**src/rtl/hazard_ctrl_pkg.sv**
```systemverilog
// Shared pipeline definitions for the hazard controller: stage indices,
// stage-vector type, FSM state encoding and fixed stall/flush patterns.
package hazard_ctrl_pkg;

  localparam int unsigned NUM_STAGES = 9;
  localparam int unsigned PC_W       = 64;
  localparam int unsigned CNT_W      = 32;

  localparam int unsigned STG_IF   = 0;
  localparam int unsigned STG_IDC  = 1;
  localparam int unsigned STG_IDR  = 2;
  localparam int unsigned STG_EXB  = 3;
  localparam int unsigned STG_EXA  = 4;
  localparam int unsigned STG_EXC  = 5;
  localparam int unsigned STG_MEMP = 6;
  localparam int unsigned STG_MEMR = 7;
  localparam int unsigned STG_WB   = 8;

  typedef logic [NUM_STAGES-1:0] stage_vec_t;

  typedef enum logic [1:0] {
    ST_RUN      = 2'd0,
    ST_MEM_WAIT = 2'd1,
    ST_REDIRECT = 2'd2
  } hz_state_e;

  // Mask with bits [0 .. last] set, i.e. every stage up to and including 'last'.
  function automatic stage_vec_t stages_upto(input int unsigned last);
    stages_upto = stage_vec_t'((stage_vec_t'(1) << (last + 1)) - stage_vec_t'(1));
  endfunction

  function automatic stage_vec_t stage_bit(input int unsigned idx);
    stage_bit = stage_vec_t'(1) << idx;
  endfunction

  // Memory wait freezes IF..MEMP and bubbles MEMR so WB drains cleanly.
  localparam stage_vec_t MEMW_STALL  = stages_upto(STG_MEMP);
  localparam stage_vec_t MEMW_FLUSH  = stage_bit(STG_MEMR);
  // Redirect squashes the wrong-path instructions younger than EXC.
  localparam stage_vec_t REDIR_FLUSH = stages_upto(STG_EXA);
  localparam stage_vec_t LOAD_FLUSH  = stage_bit(STG_IF);
  // Unforwardable operand holds IF/IDC and bubbles IDR.
  localparam stage_vec_t DATA_STALL  = stages_upto(STG_IDC);
  localparam stage_vec_t DATA_FLUSH  = stage_bit(STG_IDR);

endpackage

```
**src/rtl/stall_watchdog.sv**
```systemverilog
// Saturating stall-cycle counter plus consecutive-stall watchdog with a
// sticky timeout flag.
module stall_watchdog
  import hazard_ctrl_pkg::*;
#(
  parameter int unsigned WDOG_LIMIT = 255
) (
  input  logic             clk,
  input  logic             rst_n,
  input  logic             stall,
  output logic [CNT_W-1:0] stall_cycles_o,
  output logic             stall_timeout_o
);

  localparam logic [CNT_W-1:0] CNT_MAX = '1;

  logic [CNT_W-1:0] total_q;
  logic [CNT_W-1:0] consec_q;
  logic [CNT_W:0]   consec_inc;
  logic             limit_hit;

  assign consec_inc = {1'b0, consec_q} + (CNT_W+1)'(1);
  assign limit_hit  = stall && (consec_inc >= (CNT_W+1)'(WDOG_LIMIT));

  // Total stall cycles, saturating.
  always_ff @(posedge clk or negedge rst_n) begin
    if (!rst_n) begin
      total_q <= '0;
    end else if (stall && (total_q != CNT_MAX)) begin
      total_q <= total_q + CNT_W'(1);
    end
  end

  // Consecutive run length; any non-stall cycle restarts it.
  always_ff @(posedge clk or negedge rst_n) begin
    if (!rst_n) begin
      consec_q <= '0;
    end else if (!stall) begin
      consec_q <= '0;
    end else if (consec_q != CNT_MAX) begin
      consec_q <= consec_inc[CNT_W-1:0];
    end
  end

  always_ff @(posedge clk or negedge rst_n) begin
    if (!rst_n) begin
      stall_timeout_o <= 1'b0;
    end else if (limit_hit) begin
      stall_timeout_o <= 1'b1;
    end
  end

  assign stall_cycles_o = total_q;

endmodule

```
**src/rtl/hazard_ctrl.sv**
```systemverilog
// Pipeline hazard controller: arbitrates memory wait, EXC redirects and
// data hazards into per-stage stall/flush vectors and a PC reload.
module hazard_ctrl
  import hazard_ctrl_pkg::*;
#(
  parameter int unsigned WDOG_LIMIT = 255
) (
  input  logic             clk,
  input  logic             rst_n,
  input  logic             no_forwarding_data,
  input  logic             mem_wait,
  input  logic             redirect_req,
  input  logic [PC_W-1:0]  redirect_pc,
  output logic [8:0]       stall_o,
  output logic [8:0]       flush_o,
  output logic             pc_load_o,
  output logic [PC_W-1:0]  pc_target_o,
  output logic [CNT_W-1:0] stall_cycles_o,
  output logic             stall_timeout_o
);

  hz_state_e       state_q, state_d;
  stage_vec_t      stall_c, flush_c;
  logic            pc_load_c;
  logic            latch_c;
  logic [PC_W-1:0] pc_target_q;

  always_ff @(posedge clk or negedge rst_n) begin
    if (!rst_n) begin
      state_q <= ST_RUN;
    end else begin
      state_q <= state_d;
    end
  end

  // Event arbitration: mem_wait > redirect > data hazard.
  always_comb begin
    state_d   = state_q;
    stall_c   = '0;
    flush_c   = '0;
    pc_load_c = 1'b0;
    latch_c   = 1'b0;

    case (state_q)
      ST_REDIRECT: begin
        // The PC load always completes; IF stays unstalled so it takes it.
        pc_load_c = 1'b1;
        flush_c   = LOAD_FLUSH;
        if (mem_wait) begin
          stall_c = MEMW_STALL & ~LOAD_FLUSH;
          flush_c = LOAD_FLUSH | MEMW_FLUSH;
          state_d = ST_MEM_WAIT;
        end else begin
          state_d = ST_RUN;
        end
      end
      default: begin
        // RUN and MEM_WAIT share rules once mem_wait is low.
        if (mem_wait) begin
          stall_c = MEMW_STALL;
          flush_c = MEMW_FLUSH;
          state_d = ST_MEM_WAIT;
        end else if (redirect_req) begin
          flush_c = REDIR_FLUSH;
          latch_c = 1'b1;
          state_d = ST_REDIRECT;
        end else if (no_forwarding_data) begin
          stall_c = DATA_STALL;
          flush_c = DATA_FLUSH;
          state_d = ST_RUN;
        end else begin
          state_d = ST_RUN;
        end
      end
    endcase

    if (!rst_n) begin
      stall_c   = '0;
      flush_c   = '1;
      pc_load_c = 1'b0;
      latch_c   = 1'b0;
    end
  end

  always_ff @(posedge clk or negedge rst_n) begin
    if (!rst_n) begin
      pc_target_q <= '0;
    end else if (latch_c) begin
      pc_target_q <= redirect_pc;
    end
  end

  stall_watchdog #(
    .WDOG_LIMIT(WDOG_LIMIT)
  ) u_stall_watchdog (
    .clk            (clk),
    .rst_n          (rst_n),
    .stall          (|stall_c),
    .stall_cycles_o (stall_cycles_o),
    .stall_timeout_o(stall_timeout_o)
  );

  assign stall_o     = stall_c;
  assign flush_o     = flush_c;
  assign pc_load_o   = pc_load_c;
  assign pc_target_o = pc_target_q;

endmodule

```
**config.mk**
```make
export PLATFORM = sky130hd
export DESIGN_NAME = hazard_ctrl
export DESIGN_NICKNAME = d
export VERILOG_FILES = /design/src/rtl/hazard_ctrl_pkg.sv /design/src/rtl/stall_watchdog.sv /design/src/rtl/hazard_ctrl.sv
export SDC_FILE = /design/constraint.sdc
export NUM_CORES = 1
export LEC_CHECK = 0
export CAP_MARGIN = 20
export CORE_ASPECT_RATIO = 1.2
export CORE_MARGIN = 1
export CORE_UTILIZATION = 45
export CTS_BUF_LIST = sky130_fd_sc_hd__clkbuf_4 sky130_fd_sc_hd__clkbuf_8
export CTS_CLUSTER_DIAMETER = 60
export DETAILED_ROUTE_END_ITERATION = 8
export PLACE_DENSITY_LB_ADDON = 0.05
export SETUP_SLACK_MARGIN = 0.02
export SLEW_MARGIN = 20
export SYNTH_ARGS = -nofsm -noshare
export SYNTH_HDL_FRONTEND = slang
export SYNTH_HIERARCHICAL = 1
export SYNTH_SLANG_ARGS = --single-unit
```
**constraint.sdc**
```tcl
create_clock -name clk -period 2.7 [get_ports clk]
set_input_delay 0.675 -clock clk [delete_from_list [all_inputs] [get_ports clk]]
set_output_delay 0.675 -clock clk [all_outputs]
set_load 0.05 [all_outputs]
```
==> flow_summary.rst, run 1 <==
.. list-table::
   :header-rows: 1

   * - Metric
     - Value
   * - Crit path time final
     - 2.54 ns
   * - Hold Crit Class
     - input port to async pin
   * - Clock-pin slew reported for the worst setup and hold paths after clock tree synthesis
     - 0.07 ns
   * - Sequential element share of the synthesized area
     - 0.525
   * - Layer with the highest usage
     - met2
   * - Syn-to-layout area delta
     - 42.4%
   * - EDFF count, synth
     - 0
   * - Critical path startpoint
     - u_stall_watchdog/consec_q[0]
   * - Run status
     - complete, no violations
   * - Most common flop cell mapped by yosys
     - sky130_fd_sc_hd__dfrtp_1
   * - Leakage power
     - 0.00380 uW
   * - Fraction of synthesized area in multiplexers
     - 0.125
   * - Fin Clk Skew
     - between 0.009 and 0.01 ns
   * - Global route overflow
     - 0
   * - Chip width
     - roughly 110 um
   * - CTS tree
     - built
   * - Die height
     - between 100 and 150 um
   * - Type of destination of the critical path
     - register
   * - Antenna violations before repair
     - 2
   * - Total of buffers placed on input and output ports
     - 182
   * - Relative slew slack
     - 0.406
   * - Clock latency on the worst-skew pair
     - 0.44 ns
   * - Die footprint
     - 14400 um^2
   * - Post-synthesis cell type with the largest combined area
     - sky130_fd_sc_hd__dfrtp_1
   * - Wire length of the first global-routing pass
     - 24.8 mm
   * - Clock Path Buffers
     - 2
   * - Final-report max-slew violation count
     - 0
   * - Synth Area in XOR/XNOR
     - 0.0729
   * - Placeable Area
     - 13400 um^2
   * - Depth of the worst register-to-register path
     - 8
   * - GR met1 Demand/Resource
     - 0.271
   * - Crit Reg-Reg Startpoint
     - u_stall_watchdog/consec_q[0]
   * - Post-route total power
     - 6120 uW
   * - Critical Setup Path Class
     - register to register
   * - Maximum fanout along the worst path
     - 7
   * - Hold Buf Count CTS
     - 0
   * - Met2 GRT Util
     - 0.390
   * - Data required time of the worst path
     - just over 3 ns
   * - Post-route DRC violation count
     - 0
   * - Share of flip-flops with an asynchronous set or reset after synthesis
     - 1.00
   * - Final worst path period share
     - 0.940
   * - Largest cells by area after synthesis
     - sky130_fd_sc_hd__dfrtp_1 (53%), sky130_fd_sc_hd__mux2_1 (11%), sky130_fd_sc_hd__xnor2_1 (4.1%), sky130_fd_sc_hd__xor2_1 (3.2%), sky130_fd_sc_hd__nor2_1 (2.2%)
   * - End of the worst register-to-register path
     - u_stall_watchdog/stall_timeout_o
   * - Most instantiated library cell after synthesis
     - sky130_fd_sc_hd__dfrtp_1
   * - Clock Sink Count
     - 131
   * - Number of design-rule violations left by the first detailed-router iteration
     - 290
   * - Mean Syn Cell Area
     - 11.7 um^2
   * - Count of endpoints failing setup in the final report
     - 0
   * - Detailed Routing Iterations Pass 1
     - 4
   * - Via density per instance
     - between 5 and 6
   * - Area share of the leading cell type in the synthesized netlist
     - 0.525
   * - Yosys warning total
     - 6
   * - Synth Register Bits
     - 131
   * - Upper clock frequency limit
     - 394 MHz
   * - Number of global-route vias before repair
     - 4839
   * - TritonCTS Buffers
     - 17
   * - Via count
     - between 4k and 5k
   * - Layout net count
     - 806
   * - Final hold violation count
     - 0
   * - Effective utilization at floorplan
     - 0.468
   * - Synth unique cells
     - 62
   * - Most frequent cells after synthesis
     - sky130_fd_sc_hd__dfrtp_1 (131), sky130_fd_sc_hd__mux2_1 (60), sky130_fd_sc_hd__nor2_1 (37), sky130_fd_sc_hd__nand2_1 (30), sky130_fd_sc_hd__xnor2_1 (29)
   * - Instance count after placement with tap cells included
     - 882
   * - Main combinational cell family by area after synthesis
     - simple AND/OR/NAND/NOR gates
   * - Tightest Pin Transition
     - 0.891 ns
   * - Overall global routing resource usage
     - 0.229
   * - Reg2Reg Setup Slack
     - about 0.16 ns
   * - Max VDD drop
     - 0.000589 V
   * - Worst setup path end
     - u_stall_watchdog/stall_timeout_o
   * - Routed len/inst
     - 17.0 um
   * - Power density over the cells
     - approximately 690 nW/um^2
   * - Simple-Gate Fraction of Synth Area
     - 0.168
   * - Met3 Usage GRT
     - 0.0804
   * - Fraction of the mapped netlist area in adder cells
     - 0.00601
   * - Compound-gate portion of the synthesized area
     - 0.0653
   * - Number of cells produced by synthesis
     - around 540
   * - Final setup slack of the worst path
     - 0.163 ns
   * - Ratio of cells with drive above 1 in the final layout
     - 0.149
   * - # H-tree levels
     - 4
   * - I/O pin cnt
     - 185
   * - Pin count of the biggest net entering global routing
     - 72
   * - Number of filler cells placed in the layout
     - 1069
   * - Launching element type of the critical path
     - register
   * - Cell chosen for the clock root
     - sky130_fd_sc_hd__clkbuf_8
   * - Routed wire length
     - 15.6 mm
   * - Worst setup timing slack at the placement stage
     - -0.422 ns
   * - Worst Path Arrival
     - a little under 3 ns
   * - Maximum capacitance violations
     - 0
   * - Row Count
     - 46
   * - Last weighted congestion value of the routability-driven placer
     - between 0.8 and 0.9
   * - Netlist Area Pre-Place
     - 6240 um^2
   * - Setup repair after global routing missed its margin
     - no
   * - Final Non-Filler Cells
     - 916
   * - Total half-perimeter wirelength after legalization and detailed placement
     - about 11 mm
   * - Antenna viol nets, final
     - 0
## report_power, final
| group | total (uW) | internal, uW | switching (uW) |
|---|---|---|---|
| sequential | 2380 | 2220 | 168 |
| clock | 1700 | 989 | 708 |
| combinational | 2040 | 742 | 1300 |
| total | 6120 | 3950 | 2170 |
## registers in the layout, summed over array words and instances (netlist names)
signal	flops
u_stall_watchdog/stall_cycles_o	32
state_q	2
u_stall_watchdog/stall_timeout_o	1
pc_target_o	64
u_stall_watchdog/consec_q	32
## layout by cell type (no fill, tap or decap), types with 3 or more instances in the layout
cell                              Yosys  final
sky130_fd_sc_hd__a21oi_1             24     24
sky130_fd_sc_hd__a31oi_1              4      4
sky130_fd_sc_hd__and2_1               3      3
sky130_fd_sc_hd__and3_1               9      9
sky130_fd_sc_hd__and4_1               7      7
sky130_fd_sc_hd__buf_12               0     15
sky130_fd_sc_hd__buf_4               10     26
sky130_fd_sc_hd__clkbuf_4             0      7
sky130_fd_sc_hd__clkbuf_8             0     21
sky130_fd_sc_hd__clkdlybuf4s50_1      0    162
sky130_fd_sc_hd__dfrtp_1            131    130
sky130_fd_sc_hd__ha_1                 3      3
sky130_fd_sc_hd__inv_1               11     10
sky130_fd_sc_hd__mux2_1              60     60
sky130_fd_sc_hd__mux2_2               6      6
sky130_fd_sc_hd__nand2_1             30     30
sky130_fd_sc_hd__nand2b_1             6      6
sky130_fd_sc_hd__nand3_1             25     25
sky130_fd_sc_hd__nand3_4              3      3
sky130_fd_sc_hd__nand4_1             12     12
sky130_fd_sc_hd__nor2_1              37     35
sky130_fd_sc_hd__nor3_1              11     11
sky130_fd_sc_hd__nor4_1               7      6
sky130_fd_sc_hd__o21a_1               3      3
sky130_fd_sc_hd__o21ai_0              6      6
sky130_fd_sc_hd__o31ai_1              3      3
sky130_fd_sc_hd__or2_2                3      3
sky130_fd_sc_hd__or3_1                6      5
sky130_fd_sc_hd__or3b_2               3      3
sky130_fd_sc_hd__xnor2_1             29     29
sky130_fd_sc_hd__xor2_1              23     23
## logic make-up (layout without fill, tap and decap cells)
kind of cell	count (synthesis)	in the layout
AND/OR/NAND/NOR	180	180
flip-flops	131	131
multiplexers	69	69
AO/OA/AOI/OAI	60	60
XOR/XNOR	52	52
buffers and inverters	39	250
adder cells (fa/ha/maj)	3	3
other	1	3
## repair_timing
item / 4_1_cts / 5_1_grt
endpoints found under the hold margin: 0 / 0
setup buffers: 0 / 1
pin swaps: 1 / 3
endpoints found under the setup margin: 3 / 6
resized for setup: 5 / 7
## per-stage QoR
| step | hold WS [ns] | setup TNS (ns) | util | area, um^2 |
|---|---|---|---|---|
| floorplan | 0.379 | -1.85 | - | 6260 |
| CTS | 0.231 | 0 | 0.662 | 8840 |
| detailed placement | 0.480 | -5.61 | 0.630 | 8410 |
| finish | 0.235 | 0 | 0.666 | 8890 |
| global placement | 0.472 | -3.86 | 0.630 | 8410 |
| global route | 0.227 | 0 | 0.666 | 8890 |
## per-layer routing
layer  vias up  wire length, um
met5         -               17
met4         2              248
met3        19             1250
met2       177             7800
met1      2361             6280
li1       2293                -
## critical path: stages, from the launching register on
cell	delay [ns]
sky130_fd_sc_hd__dfrtp_2	0.43
sky130_fd_sc_hd__ha_1	0.25
sky130_fd_sc_hd__nand2_1	0.17
sky130_fd_sc_hd__or3_4	0.40
sky130_fd_sc_hd__o311a_1	0.36
sky130_fd_sc_hd__mux2_4	0.26
sky130_fd_sc_hd__a41oi_1	0.26
sky130_fd_sc_hd__a2111oi_1	0.10
sky130_fd_sc_hd__a41oi_1	0.22
## final cells by class
cell class,count,area [um^2],area share
Sequential cell,131,3280,0.369
Inverter,11,45.0,0.00507
Timing Repair Buffer,207,2160,0.243
Clock inverter,4,70.1,0.00788
Antenna cell,1,2.50,0.000281
Clock buffer,28,342,0.0384
Tap cell,168,210,0.0236
Multi-Input combinational cell,366,2780,0.312
## how the worst min path moves through the flow
| stage | to | slack [ns] | cells after the start |
|---|---|---|---|
| global route | u_stall_watchdog/stall_cycles_o[31] | 0.23 | 2 |
| floorplan | pc_target_o[0] | 0.38 | 0 |
| finish | u_stall_watchdog/stall_cycles_o[31] | 0.24 | 2 |
| global placement | pc_target_o[15] | 0.47 | 1 |
| CTS | u_stall_watchdog/stall_cycles_o[31] | 0.23 | 2 |
| detailed placement | pc_target_o[7] | 0.48 | 1 |
(Power assumes the default switching activity.)
==> run 2, diff against run 1 <==
--- a/config.mk
+++ b/config.mk
@@ -12,7 +12,7 @@
 export CTS_BUF_LIST = sky130_fd_sc_hd__clkbuf_4 sky130_fd_sc_hd__clkbuf_8
 export CTS_CLUSTER_DIAMETER = 60
 export DETAILED_ROUTE_END_ITERATION = 8
-export PLACE_DENSITY_LB_ADDON = 0.05
+export PLACE_DENSITY_LB_ADDON = 0.15
 export SETUP_SLACK_MARGIN = 0.02
 export SLEW_MARGIN = 20
 export SYNTH_ARGS = -nofsm -noshare
==> flow_summary.rst, run 2 (synthesized netlist as in run 1, its figures left out) <==
.. list-table::
   :header-rows: 1

   * - Metric
     - Value
   * - Run status
     - complete, no violations
   * - Wire length of the first global-routing pass
     - 22.7 mm
   * - Clock latency on the worst-skew pair
     - 0.43 ns
   * - Upper clock frequency limit
     - approximately 400 MHz
   * - Reg2Reg Setup Slack
     - 0.15 ns
   * - Hold Crit Class
     - input port to async pin
   * - Number of filler cells placed in the layout
     - between 1k and 1.5k
   * - Final hold violation count
     - 0
   * - Worst Path Arrival
     - 2.90 ns
   * - Relative slew slack
     - 0.445
   * - Type of destination of the critical path
     - register
   * - Post-route total power
     - between 6000 and 7000 uW
   * - Total half-perimeter wirelength after legalization and detailed placement
     - 10.5 mm
   * - Via density per instance
     - 5.23
   * - TritonCTS Buffers
     - 17
   * - Layout net count
     - 810
   * - Max layer used
     - met4
   * - Amount of wire on met3 after detailed routing
     - 1.12 mm
   * - Effective utilization at floorplan
     - 0.468
   * - Die footprint
     - around 14000 um^2
   * - Last weighted congestion value of the routability-driven placer
     - 0.856
   * - I/O pin cnt
     - 185
   * - Met1 wire length
     - around 6 mm
   * - Dominant delay contributor by cell family on the critical path
     - compound AO/OA/AOI/OAI gates
   * - Sum of negative setup slack
     - 0 ns
   * - Critical Path Most Common Cell
     - sky130_fd_sc_hd__a41oi_1
   * - N_diodes
     - 0
   * - Leading cell type in the layout, fill and taps excluded
     - sky130_fd_sc_hd__clkdlybuf4s50_1
   * - Final-report max-slew violation count
     - 0
   * - Instance count after placement with tap cells included
     - 886
   * - Syn-to-layout area delta
     - 42.9%
   * - Footprint of the flip-flops and latches
     - 3280 um^2
   * - Chip width
     - 110 um
   * - Critical-path cell list
     - ha_2 -> nand2_1 -> or3_4 -> o311a_1 -> mux2_4 -> a41oi_1 -> a2111oi_1 -> a41oi_1
   * - Cell chosen for the clock root
     - sky130_fd_sc_hd__clkbuf_8
   * - Total of buffers placed on input and output ports
     - 182
   * - Routed len/inst
     - 15.5 um
   * - Launching element type of the critical path
     - register
   * - Leakage power
     - 0.00380 uW
   * - Worst Path Buf+Inv
     - 0
   * - Number of global-route vias before repair
     - 4745
   * - Data required time of the worst path
     - just over 3 ns
   * - Area occupied by multi-input gates
     - between 2000 and 3000 um^2
   * - Detailed Routing Iterations Pass 1
     - 4
   * - Overall global routing resource usage
     - 0.205
   * - Fin Clk Skew
     - 0.0104 ns
   * - Setup repair after global routing missed its margin
     - no
   * - Power density over the cells
     - 699 nW/um^2
   * - Critical Setup Path Class
     - register to register
   * - Pin count of the biggest net entering global routing
     - 68
   * - Antenna violations before repair
     - 0
   * - Clock Path Buffers
     - 2
   * - Ratio of cells with drive above 1 in the final layout
     - 0.152
   * - CTS tree
     - built
   * - Count of endpoints failing setup in the final report
     - 0
   * - Global route overflow
     - 0
   * - Flip-flop count of the largest register, all copies and words added
     - 64
   * - Tightest Pin Transition
     - 0.832 ns
   * - Critical Path Slowest Stage Cell
     - sky130_fd_sc_hd__dfrtp_1
   * - Final worst path period share
     - 0.944
   * - Hold Worst Slack
     - 0.138 ns
   * - Row Count
     - 46
   * - Maximum capacitance violations
     - 0
   * - Die height
     - 131 um
   * - Crit path time final
     - 2.55 ns
   * - Clock-pin slew reported for the worst setup and hold paths after clock tree synthesis
     - 0.08 ns
   * - Number of design-rule violations left by the first detailed-router iteration
     - 223
   * - Via count
     - 4808
   * - Routed wire length
     - around 14 mm
   * - Antenna viol nets, final
     - 0
   * - Largest stage delay, worst path
     - 0.46 ns
   * - Maximum fanout along the worst path
     - 7
   * - Most frequent cells in the layout
     - sky130_fd_sc_hd__clkdlybuf4s50_1 (162), sky130_fd_sc_hd__dfrtp_1 (131), sky130_fd_sc_hd__mux2_1 (60), sky130_fd_sc_hd__nor2_1 (36), sky130_fd_sc_hd__buf_4 (32)
   * - Placeable Area
     - 13400 um^2
   * - Post-route DRC violation count
     - 0
   * - Met2 wire length
     - 7.10 mm
   * - Final Non-Filler Cells
     - 919
   * - Clock Sink Count
     - approximately 130
   * - # H-tree levels
     - 4
   * - Max VDD drop
     - 0.000398 V
run 2: per-layer routing:
metal,up-vias,track usage
met2,173,0.353
met4,0,0.0769
met1,2331,0.245
met5,-,0
met3,9,0.0556
li1,2295,-
run 2: stage by stage:
step                       util  area, um^2  setup WS (ns)
after floorplan               -        6260         -0.343
after global placement    0.631        8430         -0.304
after detailed placement  0.631        8430         -0.369
after CTS                 0.665        8880         0.0204
after global routing      0.668        8920         0.0461
final                     0.668        8920          0.152
run 2: power breakdown:
group	internal, uW	switching [uW]	total (uW)
Combinational	747	1290	2030
Sequential	2210	171	2380
Clock	1030	791	1820
Total	3990	2250	6240
run 2: worst paths after layout:
kind                                                    from                               end  depth (start not counted)
worst max register to register  u_stall_watchdog/consec_q[1]  u_stall_watchdog/stall_timeout_o                          8
min in group clk                             pc_target_o[37]                   pc_target_o[37]                          1
max in group asynchronous                              rst_n                   pc_target_o[36]                          4
worst max-delay path            u_stall_watchdog/consec_q[1]  u_stall_watchdog/stall_timeout_o                          8
worst min register to register               pc_target_o[37]                   pc_target_o[37]                          1
worst min-delay path                                   rst_n                    pc_target_o[5]                          2
run 2: repair_timing:
action	CTS	global route
hold buffers	0	0
pin swaps	1	3
resized for setup	4	8
endpoints found under the setup margin	2	10
buffers inserted	0	1
run 2: cell type report:
class | instances | area share
sequential | 131 | 0.367
multi-input combinational | 366 | 0.312
timing repair buffer | 211 | 0.243
clock buffer | 18 | 0.0271
tap | 168 | 0.0236
clock inverter | 14 | 0.0224
inverter | 11 | 0.00505
